==> src/rtl/apr_pkg.sv <==
`default_nettype none
// ============================================================================
// Module  : apr_pkg
// Purpose : Shared types and widths for the apr sweep sequencer.
// Rev     : 1.0  initial release
// ============================================================================
package apr_pkg;

  // Default operand width of the apr data path.
  localparam int APR_W     = 8;
  // Width of the running checksum.
  localparam int APR_CHK_W = 16;

  // Sweep sequencer states. The ST_ prefix keeps the literals clear of the
  // SETTLE parameter name used by the modules importing this package.
  typedef enum logic [1:0] {
    ST_IDLE   = 2'd0,
    ST_SETTLE = 2'd1,
    ST_SAMPLE = 2'd2,
    ST_DONE   = 2'd3
  } apr_sweep_state_e;

endpackage
`default_nettype wire

==> src/rtl/apr_settle_timer.sv <==
`default_nettype none
// ============================================================================
// Module  : apr_settle_timer
// Purpose : Load/count/expire timer that measures the settle window after a
//           sweep point is driven. Expire is a constant 1 when SETTLE is 0.
// Rev     : 1.0  initial release
// ============================================================================
module apr_settle_timer #(
  parameter int SETTLE = 2
) (
  input  logic clk,
  input  logic rstn,
  input  logic load_i,
  input  logic en_i,
  output logic expire_o
);

  // Count value seen in the final settle cycle.
  localparam logic [3:0] c_last = 4'((SETTLE == 0) ? 0 : SETTLE - 1);

  logic [3:0] cnt_q;

  // Count settle cycles; restart from zero whenever a new point is driven.
  always_ff @(posedge clk or negedge rstn) begin
    if (!rstn) begin
      cnt_q <= 4'd0;
    end else if (load_i) begin
      cnt_q <= 4'd0;
    end else if (en_i && (cnt_q != 4'hF)) begin
      cnt_q <= cnt_q + 4'd1;
    end
  end

  assign expire_o = (SETTLE == 0) || (en_i && (cnt_q == c_last));

endmodule
`default_nettype wire

==> src/rtl/apr_sweep_ctrl.sv <==
`default_nettype none
// ============================================================================
// Module  : apr_sweep_ctrl
// Purpose : Clocked exhaustive 0..LAST sweep of the apr A/B operands. Each
//           point is held for SETTLE cycles, then A_OUT/B_OUT are captured,
//           streamed out with their index and folded into a 16-bit checksum.
//           Define APR_SWEEP_CHECK_EN to add the err_cnt port, which counts
//           points whose outputs differ from the driven index.
// Rev     : 1.0  initial release
// ============================================================================
module apr_sweep_ctrl
  import apr_pkg::*;
#(
  parameter int WIDTH  = APR_W,
  parameter int SETTLE = 2,
  parameter int LAST   = 255
) (
  input  logic                 clk,
  input  logic                 rstn,
  input  logic                 start,
  output logic                 busy,
  output logic                 done,
  output logic [WIDTH-1:0]     A,
  output logic [WIDTH-1:0]     B,
  input  logic [WIDTH-1:0]     dut_a,
  input  logic [WIDTH-1:0]     dut_b,
  output logic                 smp_valid,
  output logic [WIDTH-1:0]     smp_idx,
  output logic [WIDTH-1:0]     smp_a,
  output logic [WIDTH-1:0]     smp_b,
  output logic [APR_CHK_W-1:0] chksum
`ifdef APR_SWEEP_CHECK_EN
  ,
  output logic [WIDTH:0]       err_cnt
`endif
);

  localparam logic [WIDTH-1:0] c_last     = WIDTH'(LAST);
  // A zero settle time skips the SETTLE state entirely.
  localparam apr_sweep_state_e c_point_st = (SETTLE == 0) ? ST_SAMPLE : ST_SETTLE;

  apr_sweep_state_e       state_q, state_d;
  logic [WIDTH-1:0]       idx_q;
  logic                   busy_q, done_q, smp_valid_q;
  logic [WIDTH-1:0]       smp_idx_q, smp_a_q, smp_b_q;
  logic [APR_CHK_W-1:0]   chksum_q;
  logic                   w_expire, w_tmr_load, w_is_last, w_take_start;
  logic [2*WIDTH-1:0]     w_cat;
  logic [APR_CHK_W-1:0]   w_word;

  assign w_is_last    = (idx_q == c_last);
  assign w_take_start = ((state_q == ST_IDLE) || (state_q == ST_DONE)) && start;
  assign w_tmr_load   = (state_d == ST_SETTLE) && (state_q != ST_SETTLE);
  assign w_cat        = {dut_a, dut_b};

  // Fit the {dut_a,dut_b} sample word to the checksum width.
  if (2 * WIDTH >= APR_CHK_W) begin : g_word_trunc
    assign w_word = w_cat[APR_CHK_W-1:0];
  end else begin : g_word_ext
    assign w_word = {{(APR_CHK_W - 2 * WIDTH){1'b0}}, w_cat};
  end

  apr_settle_timer #(
    .SETTLE (SETTLE)
  ) u_settle_timer (
    .clk      (clk),
    .rstn     (rstn),
    .load_i   (w_tmr_load),
    .en_i     (state_q == ST_SETTLE),
    .expire_o (w_expire)
  );

  // Next sweep state; start is only honoured when no sweep is running.
  always_comb begin
    state_d = state_q;
    case (state_q)
      ST_IDLE, ST_DONE: if (start) state_d = c_point_st;
      ST_SETTLE:        if (w_expire) state_d = ST_SAMPLE;
      ST_SAMPLE:        state_d = w_is_last ? ST_DONE : c_point_st;
      default:          state_d = ST_IDLE;
    endcase
  end

  // Sweep FSM with registered status, point index, capture and checksum.
  always_ff @(posedge clk or negedge rstn) begin
    if (!rstn) begin
      state_q     <= ST_IDLE;
      idx_q       <= '0;
      busy_q      <= 1'b0;
      done_q      <= 1'b0;
      smp_valid_q <= 1'b0;
      smp_idx_q   <= '0;
      smp_a_q     <= '0;
      smp_b_q     <= '0;
      chksum_q    <= '0;
    end else begin
      state_q     <= state_d;
      busy_q      <= (state_d == ST_SETTLE) || (state_d == ST_SAMPLE);
      done_q      <= (state_d == ST_DONE);
      smp_valid_q <= 1'b0;
      if (w_take_start) begin
        idx_q    <= '0;
        chksum_q <= '0;
      end
      if (state_q == ST_SAMPLE) begin
        smp_valid_q <= 1'b1;
        smp_idx_q   <= idx_q;
        smp_a_q     <= dut_a;
        smp_b_q     <= dut_b;
        chksum_q    <= chksum_q + w_word;
        // The last point terminates by compare, so idx never wraps.
        if (!w_is_last) idx_q <= idx_q + 1'b1;
      end
    end
  end

`ifdef APR_SWEEP_CHECK_EN
  logic [WIDTH:0] err_q;
  logic           w_mismatch;

  assign w_mismatch = (dut_a != idx_q) || (dut_b != idx_q);

  // Saturating count of points whose outputs differ from the driven index.
  always_ff @(posedge clk or negedge rstn) begin
    if (!rstn) begin
      err_q <= '0;
    end else if (w_take_start) begin
      err_q <= '0;
    end else if ((state_q == ST_SAMPLE) && w_mismatch && (err_q != '1)) begin
      err_q <= err_q + 1'b1;
    end
  end

  assign err_cnt = err_q;
`endif

  assign busy      = busy_q;
  assign done      = done_q;
  assign A         = idx_q;
  assign B         = idx_q;
  assign smp_valid = smp_valid_q;
  assign smp_idx   = smp_idx_q;
  assign smp_a     = smp_a_q;
  assign smp_b     = smp_b_q;
  assign chksum    = chksum_q;

endmodule
`default_nettype wire
==> config.mk <==
export PLATFORM = sky130hd
export DESIGN_NAME = apr_sweep_ctrl
export DESIGN_NICKNAME = d
export VERILOG_FILES = /design/src/rtl/apr_pkg.sv /design/src/rtl/apr_settle_timer.sv /design/src/rtl/apr_sweep_ctrl.sv
export SDC_FILE = /design/constraint.sdc
export NUM_CORES = 1
export LEC_CHECK = 0
export BUFFER_PORTS_ARGS = -buffer_cell sky130_fd_sc_hd__clkbuf_2
export CAP_MARGIN = 40
export CORE_MARGIN = 2
export CORE_UTILIZATION = 30
export DETAILED_ROUTE_END_ITERATION = 10
export SKIP_CTS_REPAIR_TIMING = 1
export SYNTH_ARGS = -nofsm -noshare
export SYNTH_HDL_FRONTEND = slang
export SYNTH_SLANG_ARGS = --single-unit
==> constraint.sdc <==
create_clock -name clk -period 2.4 [get_ports clk]
set_input_delay 0.36 -clock clk [delete_from_list [all_inputs] [get_ports clk]]
set_output_delay 0.36 -clock clk [all_outputs]
set_load 0.05 [all_outputs]
==> results of run 1 <==
-- kinds of logic after synthesis --
family / after synthesis
adder cells (fa/ha/maj): 24
AND/OR/NAND/NOR: 74
AO/OA/AOI/OAI: 86
XOR/XNOR: 10
flip-flops: 57
buffers and inverters: 31
multiplexers: 26
-- path summary, 6_finish.rpt --
check | startpoint | endpoint | slack, ns | cells after the start
min in group clk | dut_a[1] | smp_a[1] | 0.27 | 2
hold / removal | rstn | smp_b[4] | 0.008 | 2
setup / recovery | chksum[0] | chksum[12] | 0.12 | 8
setup reg to reg | chksum[0] | chksum[12] | 0.12 | 8
max in group asynchronous | rstn | A[1] | 2.11 | 2
hold reg to reg | smp_idx[5] | smp_idx[5] | 0.51 | 1
-- routing by layer --
layer	part of all wire (%)	wire, um
met1	45	3590
met2	48	3860
met3	5.3	429
met4	2.2	176
met5	0	0
-- sequential cells by signal (all words and copies together) (netlist names), 2 cells and up --
| signal | cells |
|---|---|
| A | 8 |
| chksum | 16 |
| smp_a | 8 |
| smp_b | 8 |
| smp_idx | 8 |
| state_q | 2 |
| u_settle_timer.cnt_q | 4 |
-- cell usage in the layout, fill, tap and decap left out, types with 6 or more instances in the layout --
cell type,n
clkbuf_2,77
dfrtp_1,54
nand2_1,26
o21ai_0,24
mux2_2,23
ha_1,18
buf_4,17
inv_1,14
a21oi_1,14
nand3_1,11
clkbuf_8,9
nor2_1,8
xor2_1,6
o211ai_1,6
a32o_1,6
or3_1,6
-- synth_stat cells (all sizes together) (3+ instances only) --
library cell  instances
nor3                  3
or3                   6
clkbuf                7
a41o                  3
xnor2                 4
and2                  3
nand3                12
mux2                 23
a32o                  6
dfrtp                57
ha                   23
o31ai                 4
buf                   9
a31oi                 3
nor2                 10
mux2i                 3
nand2                26
a21o                  4
o22ai                 3
xor2                  6
nor2b                 5
inv                  15
o211ai                6
a21oi                14
o21ai                25
-- power by group through the flow --
stage / clock network (W) / registers, W / logic, W
floorplan: 0 / 0.00250 / 0.00144
global placement: 0 / 0.00153 / 0.00317
detailed placement: 0 / 0.00155 / 0.00325
CTS: 0.000929 / 0.00153 / 0.00326
global route: 0.000972 / 0.00158 / 0.00362
finish: 0.000899 / 0.00153 / 0.00330
-- cell type report --
type                    instances  area [um^2]
clock buffers                   9          124
clock inverters                 7         71.3
fillers                      1053         6300
inverters                      15         56.3
multi-input cells             220         1690
flip-flops and latches         57         1430
well taps                     136          170
repair buffers                 95          533
-- worst max-delay path, stage by stage, from the launching register on --
cell	delay (ns)
dfrtp_1	0.41
ha_4	0.18
inv_2	0.06
fa_2	0.20
nor2b_1	0.06
o211ai_1	0.40
a21oi_1	0.15
or3b_2	0.46
a32o_1	0.26
-- per-stage QoR --
stage | setup TNS [ns] | utilization, %
final | 0 | 39.2
after global placement | 0 | 36.6
after floorplan | 0 | -
after detailed placement | -0.00943 | 36.7
after CTS | 0 | 38.6
after global routing | -0.0258 | 39.2
==> qor.yml, run 1 <==
synthesis:
  synth_top_area_share_pct: 44.4
  ys_warn_count: 0
  yosysTopAreaCell: "dfrtp_1"
  synth_top_family_by_area: "compound AO/OA/AOI/OAI gates"
  synth.avg_cell_area_um2: 10.4
  ys_seq_area_share_pct: 44.4
  synth_flop_cell: "dfrtp_1"
  synthCells: 308
  yosys.area_share.simple_pct: 11.5
  ys_ff_latch: 57
  synth_nets: 351
  synth_compound_area_share_pct: 18.0
  synth_edf_count: 0
  synthTopCellsByArea: "dfrtp_1 (44%), ha_1 (9.0%), mux2_2 (8.1%), o21ai_0 (3.9%), nand2_1 (3.0%)"
  synth.area.mux_share_pct: 9.00
  synthXorXnorAreaFrac_pct: 2.73
  syn_area_mm2: 0.00321
  synth_cell_types: 47
  async_flop_share_pct: 100
  synth_fa_ha_area_share_pct: 9.59
placed_design:
  place_congestion: 0.850
  dp_cells: 521
  post_dp_cell_area_mm2: 0.00381
  place_ws_ns: -0.00943
  port_buffers: 77
  hpwl_mm: 5.78
die:
  io_pins: 78
  die_w_um: 107
  core_region_area_mm2: 0.0104
  die_y_um: 107
  die-area_mm2: 0.0115
  placementRows: 37
  initial_utilization_pct: 31.0
final_layout:
  area_growth_pct: 26.8
  nets: 441
  antennaDiodeCount: 0
  post_route_cells_drive_above_1_share_pct: 38.5
  finalInstanceArea_mm2: 0.00407
  layout.cells.non_filler: 539
clock_tree:
  cts_max_level: 3
  cts_tree: "yes"
  clockRootBuffer: "clkbuf_8"
  clk_latency_ns: 0.35
  cts_made_buffers: 9
  clkSlewWorstSetupHoldPaths_ns: 0.07
  clockBufferDepth: 2
  clock_sinks: 57
drt:
  drtAntennaViolNets: 0
  routedWlPerCell_um: 14.9
  via_per_inst: 5.12
  drt_wl_total_mm: 8.05
  dr.first_iter.drc_count: 78
  drc: 0
  dr.pass1.iters: 4
  vias: 2760
global_routing:
  top_usage_layer: "met2"
  grt_usage_pct: 14.7
  first_global_vias: 2736
  use_met2_pct: 24.5
  grt.met1_usage_pct: 18.0
  grt.overflow.total: 0
  grt_max_degree: 58
  antenna_found_initial: 0
  global_route.usage.met3_pct: 4.30
  grt_first_pass_wirelength_mm: 13.4
setup_path:
  start_kind: "register"
  crit_required_ns: 2.63
  path_max_fanout: 5
  arrival_ns: 2.51
  crit_path_end_kind: "register"
  path_class: "register to register"
power:
  p_per_area_mw_per_mm2: 1410
  peakVddDrop_mv: 0.608
  pwr-share-comb_pct: 57.6
  power.share.switching_pct: 49.9
  p_leak_nw: 1.97
  p_clk_share_pct: 15.7
  p_int_w: 0.00287
  p_sw_w: 0.00286
  total_power_w: 0.00573
  seqPwrFrac_pct: 26.7
sta:
  worst_pin_slew_ns: 0.575
  hold_ws_ns: 0.00782
  fmax_mhz: 439
  fin_skew_ns: 0.0120
  min_period_over_period_pct: 94.8
  fin_crit_ns: 2.28
  setup_viol: 0
  setup_ws_ns: 0.124
  final_hold_viol_count: 0
  slew_headroom_pct: 61.3
  slew_viol_final: 0
status:
  status: "finished, final reports clean"
min_path:
  holdCritPathClass: "input pin to asynchronous set/reset pin"
run:
  maxCapViolCount: 0
Note: power is estimated with default switching activity, not from simulation.
==> run 2: changes to the inputs <==
- CORE_UTILIZATION: 30 -> 40
- PLACE_DENSITY_LB_ADDON: not set -> 0.25
==> run 2 against run 1 <==
Compared with the run above:
- total power rose by 0.92%
- clock skew fell by 0.0025 ns
- critical path type unchanged
- flip-flop and latch count did not move
- combinational power barely moved
==> qor.yml, run 2 (synthesis gave the netlist of run 1 again) <==
status:
  status: "finished, final reports clean"
sta:
  final_hold_viol_count: 0  # unchanged
  slew_viol_final: 0  # unchanged
  rsz0062_at_grt: "yes"
  fin_crit_ns: 2.32  # +0.0453 ns
  worst_pin_slew_ns: 0.499  # -0.0757 ns
  fin_skew_ns: 0.00942  # -0.00253 ns
  slew_headroom_pct: 66.6  # +5.3 points
  hold_ws_ns: 0.269  # +0.262 ns
  setup_viol: 0  # unchanged
  min_period_over_period_pct: 96.7  # +1.9 points
  setup_ws_ns: 0.0787  # -0.0453 ns
  fmax_mhz: 431  # -2.0%
global_routing:
  grt.overflow.total: 0  # unchanged
  grt_max_degree: 33  # -43%
  grt_usage_pct: 18.1  # +3.3 points
  grt_first_pass_wirelength_mm: 12.4  # -7.5%
  antenna_found_initial: 0  # unchanged
  first_global_vias: 2587  # -5.4%
placed_design:
  dp_cells: 488  # -6.3%
  post_dp_cell_area_mm2: 0.00377  # -0.92%
  hpwl_mm: 5.51  # -4.7%
  port_buffers: 77  # unchanged
  place_congestion: 0.799  # -6.0%
  place_ws_ns: -0.00402  # +0.00541 ns
final_layout:
  nets: 444  # +0.68%
  final_cell_mix: "clkbuf_2 (77), dfrtp_1 (54), nand2_1 (26)"
  finalInstanceArea_mm2: 0.00404  # -0.65%
  area_growth_pct: 26.0
  layout.cells.non_filler: 508  # -5.8%
  largest_reg_flops: 16  # unchanged
  final_common_cell: "clkbuf_2"
  post_route_cells_drive_above_1_share_pct: 37.2  # -1.3 points
  antennaDiodeCount: 0  # unchanged
clock_tree:
  cts_tree: "yes"
  cts_made_buffers: 9  # unchanged
  clockRootBuffer: "clkbuf_8"
  clk_latency_ns: 0.34  # about the same
  clkSlewWorstSetupHoldPaths_ns: 0.07  # about the same
  cts_max_level: 3  # unchanged
  clock_sinks: 57  # unchanged
  clockBufferDepth: 2  # unchanged
drt:
  drc: 0  # unchanged
  vias: 2704  # -2.0%
  dr.first_iter.drc_count: 105  # +35%
  drt_wl_total_mm: 7.49  # -7.0%
  drtAntennaViolNets: 0  # unchanged
  via_per_inst: 5.32  # +3.9%
  dr.pass1.iters: 4  # unchanged
  routedWlPerCell_um: 14.7  # -1.3%
setup_path:
  crit_required_ns: 2.63  # about the same
  critPathSlowestCell: "or3b_2"
  arrival_ns: 2.55  # +0.04 ns
  path_buf_inv: 1  # unchanged
  crit_family: "compound AO/OA/AOI/OAI gates"
  start_kind: "register"
  crit_path_end_kind: "register"
  path_class: "register to register"
  max_stage_delay_ns: 0.46  # about the same
  path_max_fanout: 5  # unchanged
  path_cells: "ha_2 -> inv_1 -> fa_2 -> nor2b_1 -> o211ai_1 -> a21oi_2 -> or3b_2 -> a32o_1"
min_path:
  holdCritPathClass: "input pin to register"
power:
  p_per_area_mw_per_mm2: 1430  # +1.6%
  peakVddDrop_mv: 0.732  # +20%
  total_power_w: 0.00579  # +0.92%
  p_leak_nw: 2.00  # +1.5%
die:
  die_y_um: 93.6  # -13%
  die-area_mm2: 0.00876  # -24%
  initial_utilization_pct: 41.3  # +10 points
  core_region_area_mm2: 0.00777  # -25%
  io_pins: 78  # unchanged
  die_w_um: 93.6  # -13%
  placementRows: 32  # -14%
run:
  maxCapViolCount: 0  # unchanged
-- run 2: cell types whose count changed in the layout (fill, tap and decap cells not counted), moves of 2 or more --
cell and change:
clkbuf_8 +3, clkinvlp_4 -3, clkbuf_1 +2, buf_4 +2
-- run 2: layer usage --
metal | up-vias | wire length [um] | GRT usage [%]
met5 | - | 0 | 0
met4 | 0 | 100 | 5.43
met3 | 9 | 401 | 5.72
met2 | 66 | 3580 | 29.9
met1 | 1315 | 3410 | 22.7
li1 | 1314 | - | -
-- run 2: area by class of cell --
type | count | area [um^2]
sequential | 57 | 1430
inverter | 15 | 56.3
clock buffer | 14 | 173
multi-input combinational | 220 | 1660
timing repair buffer | 98 | 558
fill | 732 | 3720
tap | 102 | 128
clock inverter | 2 | 35.0
-- run 2: metrics by stage --
step                      setup TNS (ns)  utilization (%)
after detailed placement        -0.00402             48.6
final                                  0             52.1
after floorplan                        0                -
after CTS                              0             51.2
after global placement                 0             48.5
after global routing              -0.106             52.1
-- run 2: path summary, 6_finish.rpt --
| path | startpoint | to | slack [ns] | depth (start not counted) |
|---|---|---|---|---|
| max in group asynchronous | rstn | chksum[11] | 1.38 | 3 |
| worst max-delay path | chksum[0] | chksum[12] | 0.08 | 8 |
| worst min-delay path | dut_a[4] | smp_a[4] | 0.27 | 2 |
| worst min register to register | smp_idx[5] | smp_idx[5] | 0.51 | 1 |
| worst max register to register | chksum[0] | chksum[12] | 0.08 | 8 |
| min in group asynchronous | rstn | smp_b[0] | 0.49 | 2 |
-- run 2: power by group --
part,leakage (nW),total (W),switching (W),internal [W]
clock,0.107,0.000942,0.000378,0.000564
sequential,0.750,0.00153,0.000224,0.00130
combinational,1.15,0.00332,0.00219,0.00113
total,2.00,0.00579,0.00279,0.00300
